==> config.mk <==
export PLATFORM = sky130hd
export DESIGN_NAME = calendar_sequencer
export DESIGN_NICKNAME = d
export VERILOG_FILES = /design/src/rtl/calendar_sequencer_pkg.sv /design/src/rtl/calendar_sequencer_month_days_lut.sv /design/src/rtl/calendar_sequencer.sv
export SDC_FILE = /design/constraint.sdc
export NUM_CORES = 1
export LEC_CHECK = 0
export BUFFER_PORTS_ARGS = -buffer_cell sky130_fd_sc_hd__buf_2
export CAP_MARGIN = 0
export CELL_PAD_IN_SITES_DETAIL_PLACEMENT = 2
export CELL_PAD_IN_SITES_GLOBAL_PLACEMENT = 2
export CORE_UTILIZATION = 31
export CTS_BUF_LIST = sky130_fd_sc_hd__clkbuf_8
export DETAILED_ROUTE_END_ITERATION = 12
export HOLD_SLACK_MARGIN = 0.03
export PLACE_DENSITY_LB_ADDON = 0.15
export SLEW_MARGIN = 20
export SYNTH_ARGS = -nofsm -noshare
export SYNTH_HDL_FRONTEND = slang
export SYNTH_SLANG_ARGS = --single-unit
==> constraint.sdc <==
create_clock -name clk -period 3.55 [get_ports clk]
set_input_delay 0.355 -clock clk [delete_from_list [all_inputs] [get_ports clk]]
set_output_delay 0.355 -clock clk [all_outputs]
set_load 0.02 [all_outputs]
==> src/rtl/calendar_sequencer_pkg.sv <==
// Shared types and constants for the calendar sequencer.
// Latency: n/a (declarations only).
// Backpressure: n/a.
package calendar_sequencer_pkg;

  localparam int DAY_W   = 5;
  localparam int MONTH_W = 4;
  localparam int YEAR_W  = 7;

  localparam logic [MONTH_W-1:0] JAN = 4'd1;
  localparam logic [MONTH_W-1:0] FEB = 4'd2;
  localparam logic [MONTH_W-1:0] MAR = 4'd3;
  localparam logic [MONTH_W-1:0] APR = 4'd4;
  localparam logic [MONTH_W-1:0] MAY = 4'd5;
  localparam logic [MONTH_W-1:0] JUN = 4'd6;
  localparam logic [MONTH_W-1:0] JUL = 4'd7;
  localparam logic [MONTH_W-1:0] AUG = 4'd8;
  localparam logic [MONTH_W-1:0] SEP = 4'd9;
  localparam logic [MONTH_W-1:0] OCT = 4'd10;
  localparam logic [MONTH_W-1:0] NOV = 4'd11;
  localparam logic [MONTH_W-1:0] DEC = 4'd12;

  localparam logic [DAY_W-1:0] LEN28 = 5'd28;
  localparam logic [DAY_W-1:0] LEN29 = 5'd29;
  localparam logic [DAY_W-1:0] LEN30 = 5'd30;
  localparam logic [DAY_W-1:0] LEN31 = 5'd31;

  typedef struct packed {
    logic [DAY_W-1:0]   day;
    logic [MONTH_W-1:0] month;
    logic [YEAR_W-1:0]  year;
  } date_t;

  // Two-digit year inside 2000-2099: every multiple of four is a leap year.
  function automatic logic is_leap(input logic [YEAR_W-1:0] yr);
    return (yr[1:0] == 2'b00);
  endfunction

endpackage

==> src/rtl/calendar_sequencer_month_days_lut.sv <==
// Month length lookup: 28/29/30/31 for months 1..12, 0 for illegal month codes.
// Latency: purely combinational.
// Backpressure: none.
// Ports: month (1..12 legal), leap (year is leap), len (days in that month).
module month_days_lut
  import calendar_sequencer_pkg::*;
(
  input  logic [MONTH_W-1:0] month,
  input  logic               leap,
  output logic [DAY_W-1:0]   len
);

  always_comb begin
    len = '0;
    case (month)
      JAN, MAR, MAY, JUL, AUG, OCT, DEC: len = LEN31;
      APR, JUN, SEP, NOV:                len = LEN30;
      FEB:                               len = leap ? LEN29 : LEN28;
      // 0 and 13..15 give 0 so a load validator can reject them with one compare.
      default:                           len = '0;
    endcase
  end

endmodule

==> src/rtl/calendar_sequencer.sv <==
// Day/month/year calendar advancing one day per day_tick, with validated synchronous load.
// Latency: one cycle from tick/load to new date and to month_end/year_end/load_err pulses.
// Backpressure: none; every tick is consumed, a tick coinciding with load is dropped.
// Ports: clk, rst (async high); day_tick, load, ld_day/ld_month/ld_year in;
//        day/month/year, days_in_month, leap, month_end, year_end, load_err out.
module calendar_sequencer
  import calendar_sequencer_pkg::*;
#(
  parameter int YEAR_MAX  = 99,
  parameter int RST_DAY   = 1,
  parameter int RST_MONTH = 1,
  parameter int RST_YEAR  = 0
) (
  input  logic               clk,
  input  logic               rst,
  input  logic               day_tick,
  input  logic               load,
  input  logic [DAY_W-1:0]   ld_day,
  input  logic [MONTH_W-1:0] ld_month,
  input  logic [YEAR_W-1:0]  ld_year,
  output logic [DAY_W-1:0]   day,
  output logic [MONTH_W-1:0] month,
  output logic [YEAR_W-1:0]  year,
  output logic [DAY_W-1:0]   days_in_month,
  output logic               leap,
  output logic               month_end,
  output logic               year_end,
  output logic               load_err
);

  localparam logic [YEAR_W-1:0] YEAR_MAX_V = YEAR_W'(YEAR_MAX);

  localparam date_t RST_DATE = '{
    day:   DAY_W'(RST_DAY),
    month: MONTH_W'(RST_MONTH),
    year:  YEAR_W'(RST_YEAR)
  };

  date_t            date_q;
  logic [DAY_W-1:0] cur_len;
  logic [DAY_W-1:0] ld_len;
  logic             ld_leap;
  logic             ld_valid;

  assign day   = date_q.day;
  assign month = date_q.month;
  assign year  = date_q.year;

  assign leap    = is_leap(date_q.year);
  assign ld_leap = is_leap(ld_year);

  month_days_lut u_cur_lut (
    .month (date_q.month),
    .leap  (leap),
    .len   (cur_len)
  );

  month_days_lut u_ld_lut (
    .month (ld_month),
    .leap  (ld_leap),
    .len   (ld_len)
  );

  assign days_in_month = cur_len;

  // A zero length from the lookup means the month code itself is illegal.
  assign ld_valid = (ld_len != '0) &&
                    (ld_year <= YEAR_MAX_V) &&
                    (ld_day != '0) &&
                    (ld_day <= ld_len);

  always_ff @(posedge clk or posedge rst) begin
    if (rst) begin
      date_q    <= RST_DATE;
      month_end <= 1'b0;
      year_end  <= 1'b0;
      load_err  <= 1'b0;
    end else begin
      month_end <= 1'b0;
      year_end  <= 1'b0;
      load_err  <= 1'b0;
      if (load) begin
        // Load wins; a simultaneous tick is discarded, not deferred.
        if (ld_valid) begin
          date_q.day   <= ld_day;
          date_q.month <= ld_month;
          date_q.year  <= ld_year;
        end else begin
          load_err <= 1'b1;
        end
      end else if (day_tick) begin
        if (date_q.day < cur_len) begin
          date_q.day <= date_q.day + 5'd1;
        end else begin
          date_q.day <= 5'd1;
          month_end  <= 1'b1;
          if (date_q.month == DEC) begin
            date_q.month <= JAN;
            year_end     <= 1'b1;
            date_q.year  <= (date_q.year == YEAR_MAX_V) ? '0 : date_q.year + 7'd1;
          end else begin
            date_q.month <= date_q.month + 4'd1;
          end
        end
      end
    end
  end

endmodule

==> run metrics, run 1 <==
pin count of the biggest net entering global routing 31; result of the run complete, no violations; wirelength, routed 5.39 mm; number of input and output port buffers inserted 44; number of DRC violations after detailed routing 0; insertion delay to the later sink of the worst-skew pair 260 ps; DRT Pass-1 Iters 4; Nets 267; via count of the first global-routing pass 1758; pin slew with the least headroom to its limit 783 ps; global placer's final weighted congestion 0.821; worst-case vdd ir drop 0.248 mV; maximum root-to-sink buffer count 2; WS Path Type flop to flop; Syn Area/Cell 8.60 um2; TritonCTS buffer count 3; number of synthesized flops with an enable pin 0; residual overflow from global routing 0; WP data arrival 3470 ps; Tcrit/Tclk final 93.3%; Power per Cell Area 890 mW/mm2; proportion of layout cells with a drive suffix above 1 30.4%; number of antenna repair diodes 0; antenna violations before repair 0; CTS tree yes; leakage component of the power 0.000968 uW; first-pass GRT wire length 8.67 mm; width of the die 73.6 um; crit path launch type flop; Vias/cell 5.52; clock-pin slew of the registers on the worst-case setup and hold paths 80 ps; GRT Util Overall 21.2%; Post-synth top flop dfrtp_1; y dimension of the die 73.6 um; final setup violation count 0; row count 25; Maximum Capacitance Violations 0; Worst Setup End Kind flop; final hold violations 0; share of flip-flops with an asynchronous set or reset 100%; gate count of the mapped netlist 185; Root Buffer Master clkbuf_8; H-tree Lvls 1; Die Outline Area 0.00542 mm2; final core area utilization 40.4%; worst slew margin relative to its limit 47.7%; total of flip-flops plus latches after synthesis 19; number of hold buffers added after cts 0; CORE AREA 0.00482 mm2; Fin Setup TNS 0 ps; highest attainable clock frequency 0.302 GHz; required time worst endpoint 3700 ps; final setup skew 2.34 ps; final slew viol count 0; count of nets left with antenna violations after detail routing 0; clock period minus worst slack 3310 ps; Max FO, Critical Path 8; share of the yosys chip area belonging to registers 30.1%; classification of the worst-slack hold path primary input to async pin; effective utilization at floorplan 33.0%; warning count from the yosys run 0; Iter 0 DRT Violations 43; netlist area before placement 0.00159 mm2; via count 1640; wire length per cell 18.1 um; Cell variety after synth 54; Syn-to-layout area delta 22.3%; top-level port count 45; sum of net half-perimeters after detailed placement 4.28 mm; Synthesized Nets 221; number of sinks driven by the clock tree 19; setup repair after global routing missed its margin false
-- cell type report --
cell class / count / area, um2
fillers: 563 / 2870
multi-input cells: 135 / 991
flip-flops and latches: 19 / 478
repair buffers: 50 / 265
well taps: 67 / 83.8
inverters: 22 / 82.6
clock buffers: 3 / 41.3
clock inverters: 1 / 3.75
-- state kept, by name, indices dropped and copies added (netlist names) --
| register | cells |
|---|---|
| month | 4 |
| year_end | 1 |
| year | 7 |
| day | 5 |
| load_err | 1 |
| month_end | 1 |
-- cells in the mapped netlist (all sizes together), types with 2 or more instances --
cell	number	share of area, %
a32oi	3	1.7
a21oi	15	4.7
nor3	8	2.5
a22oi	3	1.4
a31oi	3	1.2
and3	2	0.79
inv	22	5.2
o22a	2	1.1
o211ai	3	1.4
nor4	2	0.79
nand4	3	1.2
nand3	7	2.5
nor2	7	2.0
nor3b	2	0.94
dfrtp	17	27
and2	2	1.0
a21o	2	0.94
o21ai	9	2.8
ha	16	13
dfstp	2	3.3
buf	6	2.6
nand2	13	3.1
clkbuf	3	0.71
o31ai	4	1.9
o22ai	4	1.6
a22o	3	1.8
-- worst max-delay path: stages (launching register included) --
cell	delay, ps
dfstp_2	600
inv_1	80
ha_1	280
nor2_1	110
o21ai_0	80
o21ai_0	150
inv_1	140
a21oi_4	180
ha_1	280
a21oi_1	170
o21ai_0	110
o21ba_4	290
nor4b_4	50
buf_4	190
or2_4	270
a22o_2	240
-- per-stage QoR --
stage	worst slack [ps]	power [uW]	hold slack [ps]	area [um2]	std cells
2_1_floorplan	374	1220	305	1590	185
3_3_place_gp	303	1480	523	1850	288
3_5_place_dp	26.4	1540	551	1850	288
4_1_cts	0.999	1710	260	1890	292
5_1_grt	49.0	1870	309	1950	297
6_report	237	1730	225	1950	297
-- power by group --
part           internal [uW]  total, uW  leakage, uW  switching [uW]
Sequential               311        443     0.000229             132
Combinational            439       1130     0.000713             694
Clock                   77.1        156    0.0000269            79.3
-- cell usage in the layout (no fill, tap or decap), types with 3 or more instances in the layout --
cell type / instances
o31ai_1: 4
inv_1: 23
a21oi_1: 14
nor3_1: 8
clkbuf_8: 3
nor2_1: 5
o22ai_1: 4
a32oi_1: 3
nand3_1: 6
nand2_1: 13
o211ai_1: 3
a31oi_1: 3
ha_1: 16
buf_4: 6
o21ai_0: 9
a22oi_1: 3
dfrtp_1: 17
buf_2: 44
nand4_1: 3
-- repair_timing --
| action | in CTS | in global routing |
|---|---|---|
| endpoints found under the setup margin | 0 | 9 |
| buffers inserted | 0 | 5 |
| resized for setup | 0 | 3 |
-- path summary, 6_finish.rpt --
check                            from  endpoint  slack [ps]  depth (start not counted)
setup / recovery             month[0]   year[5]         240                         15
hold / removal                    rst  load_err         230                          2
setup reg to reg             month[0]   year[5]         240                         15
hold reg to reg                day[0]    day[0]         570                          1
max in group asynchronous         rst  month[1]        2830                          2
min in group clk           ld_year[2]   year[2]         380                          3
-- kinds of logic (layout without fill, tap and decap cells) --
group	count (synthesis)	count (layout)	synth area share (%)
simple gates	54	54	19.4
fa+ha+maj	16	16	12.6
xor+xnor	1	1	0.551
mux	2	2	1.34
compound gates	62	62	27.5
buf+inv	31	76	8.50
flops	19	19	30.1
-- per-layer routing --
| layer | share of wire [%] | global-route usage, % | wire length, um |
|---|---|---|---|
| met4 | 1.3 | 6.84 | 68 |
| met5 | 0 | 0 | 0 |
| met2 | 55 | 39.9 | 2950 |
| met3 | 2.5 | 2.19 | 136 |
| met1 | 41 | 25.0 | 2230 |
Note: power is estimated with default switching activity, not from simulation.
==> run 2, diff against run 1 <==
Settings changed: PLACE_DENSITY from default to 0.79, PLACE_DENSITY_LB_ADDON 0.15 to default.
==> run 2 against run 1 <==
Net effect:
- sequential power is essentially flat
- critical path type unchanged
- die area is the same
- critical endpoint is now year[6]
- clock skew grew 1.5 ps
- largest cell class unchanged
==> run metrics, run 2 (same netlist as run 1, synthesis figures left out) <==
final core area utilization 39.6% (was 40.4%); Reg2Reg Setup Slack 270 ps (was 240 ps); proportion of layout cells with a drive suffix above 1 29.2% (was 30.4%); final non-filler cell area 0.00191 mm2 (was 0.00195 mm2); Vias/cell 5.41 (was 5.52); GRT Util Overall 20.6% (was 21.2%); TritonCTS buffer count 3 (unchanged); leakage component of the power 0.000946 uW (was 0.000968 uW); wire length per cell 17.4 um (was 18.1 um); setup repair after global routing missed its margin false (unchanged); commonest non-fill, non-tap cell in the layout buf_2 (unchanged); sum of net half-perimeters after detailed placement 4.01 mm (was 4.28 mm); top-level port count 45 (unchanged); Max FO, Critical Path 8 (unchanged); pin slew with the least headroom to its limit 818 ps (was 783 ps); number of hold buffers added after cts 0 (unchanged); final setup violation count 0 (unchanged); top register by number of flip-flops year (unchanged); leading registers by flop count year (7), day (5), month (4) (unchanged); width of the die 73.6 um (unchanged); required time worst endpoint 3710 ps (was 3700 ps); commonest cells after routing, fill and taps aside buf_2, inv_1, dfrtp_1 (unchanged); max reg flops 7 (unchanged); Die Outline Area 0.00542 mm2 (unchanged); cell area after placement 0.00186 mm2 (was 0.00185 mm2); highest attainable clock frequency 0.305 GHz (was 0.302 GHz); wirelength, routed 5.09 mm (was 5.39 mm); fill cell instance count of the final layout 583 (was 563); classification of the worst-slack hold path primary input to async pin (unchanged); number of sinks driven by the clock tree 19 (unchanged); Tcrit/Tclk final 92.4% (was 93.3%); effective utilization at floorplan 33.0% (unchanged); Worst Setup End Kind flop (unchanged); number of antenna repair diodes 0 (unchanged); clock period minus worst slack 3280 ps (was 3310 ps); via count of the first global-routing pass 1707 (was 1758); WS Path Type flop to flop (unchanged); crit path launch type flop (unchanged); DRT Pass-1 Iters 4 (unchanged); insertion delay to the later sink of the worst-skew pair 260 ps (about the same); maximum root-to-sink buffer count 2 (unchanged); first-pass GRT wire length 8.62 mm (was 8.67 mm); final hold violations 0 (unchanged); global placer's final weighted congestion 0.756 (was 0.821); CORE AREA 0.00482 mm2 (unchanged); post-CTS setup repair buffer count 0 (unchanged); antenna violations before repair 0 (unchanged); result of the run complete, no violations (unchanged); worst-case vdd ir drop 0.313 mV (was 0.248 mV); post-cts gate resize count 0 (unchanged); Nets 263 (was 267); number of DRC violations after detailed routing 0 (unchanged); worst slew margin relative to its limit 45.4% (was 47.7%); pin count of the biggest net entering global routing 31 (unchanged); number of input and output port buffers inserted 44 (unchanged); CTS tree yes (unchanged); Iter 0 DRT Violations 18 (was 43); y dimension of the die 73.6 um (unchanged); via count 1585 (was 1640); count of nets left with antenna violations after detail routing 0 (unchanged); row count 25 (unchanged); Root Buffer Master clkbuf_8 (unchanged); Fin Setup TNS 0 ps (unchanged); residual overflow from global routing 0 (unchanged); clock-pin slew of the registers on the worst-case setup and hold paths 80 ps (about the same); final slew viol count 0 (unchanged); Power per Cell Area 889 mW/mm2 (was 890 mW/mm2); final setup skew 3.87 ps (was 2.34 ps); Maximum Capacitance Violations 0 (unchanged); WP data arrival 3440 ps (was 3470 ps); H-tree Lvls 1 (unchanged); Syn-to-layout area delta 19.9% (was 22.3%)
## run 2: cell count changes in the layout (fill, tap and decap cells not counted)
| cell | before | now |
|---|---|---|
| buf_4 | 6 | 2 |
| a21oi_2 | 0 | 1 |
| a21oi_4 | 1 | 0 |
| clkinv_2 | 0 | 1 |
| inv_1 | 23 | 22 |
| or2_1 | 0 | 1 |
| or2_4 | 1 | 0 |
## run 2: path summary, 6_finish.rpt
check | startpoint | to | cells past startpoint
min in group clk | ld_year[2] | year[2] | 3
hold / removal | rst | load_err | 2
setup / recovery | month[0] | year[6] | 15
setup reg to reg | month[0] | year[6] | 15
max in group asynchronous | rst | day[3] | 2
hold reg to reg | day[0] | day[0] | 1
## run 2: report_power, final
group,switching [uW],internal [uW],leakage (uW)
Combinational,677,413,0.000692
Clock,82.1,78.2,0.0000255
Sequential,135,311,0.000229
## run 2: layout make-up
| class | instances | area [um2] | area share [%] |
|---|---|---|---|
| Tap cell | 67 | 83.8 | 4.40 |
| Timing Repair Buffer | 46 | 235 | 12.3 |
| Clock buffer | 3 | 41.3 | 2.17 |
| Multi-Input combinational cell | 135 | 981 | 51.4 |
| Clock inverter | 1 | 5.00 | 0.262 |
| Inverter | 22 | 82.6 | 4.33 |
| Sequential cell | 19 | 478 | 25.1 |
## run 2: through the flow
stage               total power (uW)  std cells  worst slack (ps)  hold slack (ps)
floorplan                       1220        185               374              305
global placement                1500        289               339              548
detailed placement              1540        289               156              555
CTS                             1710        293               139              268
global route                    1850        293              2.01              301
finish                          1700        293               270              237
## run 2: worst max-delay path, cell delays in order, from the launching register on
cell and delay [ps]:
dfstp_2 600, inv_1 90, ha_1 280, nor2_1 100, o21ai_0 80, o21ai_0 150
inv_1 120, a21oi_2 200, ha_1 190, nand4_1 100, a41o_1 220, o21ba_4 230
nor4b_4 320, buf_4 200, o21ai_0 70, a22o_2 220
## run 2: metal layers
layer | track usage [%] | wire length [um]
met5 | 0 | 0
met4 | 3.85 | 42
met3 | 2.06 | 106
met2 | 34.6 | 2490
met1 | 28.8 | 2450
==> run 3, diff against run 2 <==
Settings changed: PLACE_DENSITY 0.79 to 0.91.
==> run 3 against run 2 <==
Net effect:
- global-route usage rose by 0.35 points
- core utilization increased by 0.96 points
- die area is the same
- critical endpoint is now year[5]
- non-clock buffer count grew 5
- sequential power hardly changed
- clock power barely moved
- register-to-register slack about the same
- sequential share of layout area shrank 0.59 points
- count of clock-buffer cells in the layout did not move
- final cell count rose by 1.7%
- hold slack got worse by 7.2 ps
- largest cell class unchanged
==> run metrics, run 3 (same netlist as run 1, synthesis figures left out) <==
number of sinks driven by the clock tree 19 (unchanged); Nets 268 (was 263); worst slew margin relative to its limit 45.7% (was 45.4%); commonest cells after routing, fill and taps aside buf_2, inv_1, dfrtp_1 (unchanged); clock network fraction of total power 9.3% (was 9.5%); insertion delay to the later sink of the worst-skew pair 270 ps (was 260 ps); crit path launch type flop (unchanged); number of placed instances with taps included 288 (was 289); CORE AREA 0.00482 mm2 (unchanged); effective utilization at floorplan 33.0% (unchanged); leading registers by flop count year (7), day (5), month (4) (unchanged); setup repair after global routing missed its margin false (unchanged); fill cell instance count of the final layout 595 (was 583); proportion of layout cells with a drive suffix above 1 30.7% (was 29.2%); final hold violations 0 (unchanged); pin count of the biggest net entering global routing 31 (unchanged); fraction of power spent switching nets 52.5% (was 52.7%); final slew viol count 0 (unchanged); final core area utilization 40.5% (was 39.6%); delay of the slowest cell on the worst path 590 ps (was 600 ps); via count of the first global-routing pass 1703 (was 1707); wire length per cell 17.8 um (was 17.4 um); number of DRC violations after detailed routing 0 (unchanged); global placer's final weighted congestion 0.823 (was 0.756); classification of the worst-slack hold path primary input to async pin (unchanged); clock-pin slew of the registers on the worst-case setup and hold paths 80 ps (about the same); TritonCTS buffer count 3 (unchanged); result of the run complete, no violations (unchanged); number of buffer and inverter stages on the critical path 3 (unchanged); WS Path Type flop to flop (unchanged); DRT Pass-1 Iters 4 (unchanged); width of the die 73.6 um (unchanged); worst-case vdd ir drop 0.278 mV (was 0.313 mV); Total Power 1730 uW (was 1700 uW); Root Buffer Master clkbuf_8 (unchanged); Maximum Capacitance Violations 0 (unchanged); Crit-path slowest cell dfstp_2 (unchanged); most repeated library cell on the critical path o21ai_0 (unchanged); count of nets left with antenna violations after detail routing 0 (unchanged); number of antenna repair diodes 0 (unchanged); top register by number of flip-flops year (unchanged); Power per Cell Area 886 mW/mm2 (was 889 mW/mm2); row count 25 (unchanged); first-pass GRT wire length 8.52 mm (was 8.62 mm); Worst Setup End Kind flop (unchanged); Tcrit/Tclk final 92.1% (was 92.4%); H-tree Lvls 1 (unchanged); required time worst endpoint 3710 ps (about the same); GRT Util Overall 20.9% (was 20.6%); Fin Setup TNS 0 ps (unchanged); Syn-to-layout area delta 22.8% (was 19.9%); wirelength, routed 5.30 mm (was 5.09 mm); Pint 823 uW (was 802 uW); commonest non-fill, non-tap cell in the layout buf_2 (unchanged); y dimension of the die 73.6 um (unchanged); via count 1628 (was 1585); antenna violations before repair 0 (unchanged); WP data arrival 3430 ps (was 3440 ps); Iter 0 DRT Violations 92 (was 18); Max FO, Critical Path 8 (unchanged); residual overflow from global routing 0 (unchanged); final setup skew 2.03 ps (was 3.87 ps); top-level port count 45 (unchanged); Vias/cell 5.46 (was 5.41); switching pwr 908 uW (was 894 uW); sum of net half-perimeters after detailed placement 4.09 mm (was 4.01 mm); Die Outline Area 0.00542 mm2 (unchanged); portion of total power attributed to sequential cells 25.7% (was 26.3%); max reg flops 7 (unchanged); number of hold buffers added after cts 0 (unchanged); clock period minus worst slack 3270 ps (was 3280 ps); logic gate share of total power 65.0% (was 64.2%); CTS tree yes (unchanged); cells along the critical path inv_1 > ha_1 > nor2_1 > o21ai_0 > o21ai_0 > inv_1 > a21oi_4 > ha_1 > a21oi_1 > o21ai_0 > o21ba_4 > nor4b_4 > buf_4 > or2_1 > a22o_2 (was inv_1 > ha_1 > nor2_1 > o21ai_0 > o21ai_0 > inv_1 > a21oi_2 > ha_1 > nand4_1 > a41o_1 > o21ba_4 > nor4b_4 > buf_4 > o21ai_0 > a22o_2); cell class contributing the biggest share of worst-path delay compound AO/OA/AOI/OAI gates (unchanged); pin slew with the least headroom to its limit 813 ps (was 818 ps); non-filler cells, final 298 (was 293); maximum root-to-sink buffer count 2 (unchanged); highest attainable clock frequency 0.306 GHz (was 0.305 GHz); leakage component of the power 0.000973 uW (was 0.000946 uW); number of input and output port buffers inserted 44 (unchanged); final setup violation count 0 (unchanged)
-- run 3: changes by cell type in the layout (fill, tap and decap cells not counted) --
cell,delta
buf_4,+5
a21oi_2,-1
a21oi_4,+1
clkinv_2,-1
ha_1,-1
ha_2,+1
inv_1,+1
-- run 3: power by group through the flow --
stage	clock network [uW]	registers (uW)	logic, uW
3_3_place_gp	0	444	1040
4_1_cts	164	448	1100
2_1_floorplan	0	515	705
6_report	161	446	1130
5_1_grt	168	463	1240
3_5_place_dp	0	452	1100
-- run 3: per-layer routing --
layer  GRT usage, %  up-vias  wire, um
li1               -      773         -
met1           25.5      815      2360
met2           39.3       36      2750
met3           2.19        4       160
met4           4.49        0        36
met5              0        -         0
-- run 3: path summary, 6_finish.rpt --
check	slack [ps]	to	start	cells past startpoint
max	280	year[5]	month[0]	15
min	230	load_err	rst	2
max reg2reg	280	year[5]	month[0]	15
min reg2reg	590	day[0]	day[0]	1
max in group asynchronous	2810	month[1]	rst	2
min in group clk	370	year[2]	ld_year[2]	3
-- run 3: cell type report --
class | instances | area, um2 | area share, %
Sequential cell | 19 | 478 | 24.5
Clock buffer | 3 | 41.3 | 2.11
Timing Repair Buffer | 51 | 273 | 14.0
Tap cell | 67 | 83.8 | 4.29
Inverter | 22 | 82.6 | 4.23
Clock inverter | 1 | 3.75 | 0.192
Multi-Input combinational cell | 135 | 991 | 50.7
-- run 3: through the flow --
stage / instance area, um2 / hold WS, ps / worst slack (ps)
2_1_floorplan: 1590 / 305 / 374
3_3_place_gp: 1850 / 528 / 287
3_5_place_dp: 1850 / 566 / 12.7
4_1_cts: 1890 / 275 / 21.8
5_1_grt: 1950 / 319 / 28.4
6_report: 1950 / 229 / 281
-- run 3: repair_timing --
action	4_1_cts	5_1_grt
endpoints found under the setup margin	0	9
gates resized for setup	0	3
setup buffers	0	6
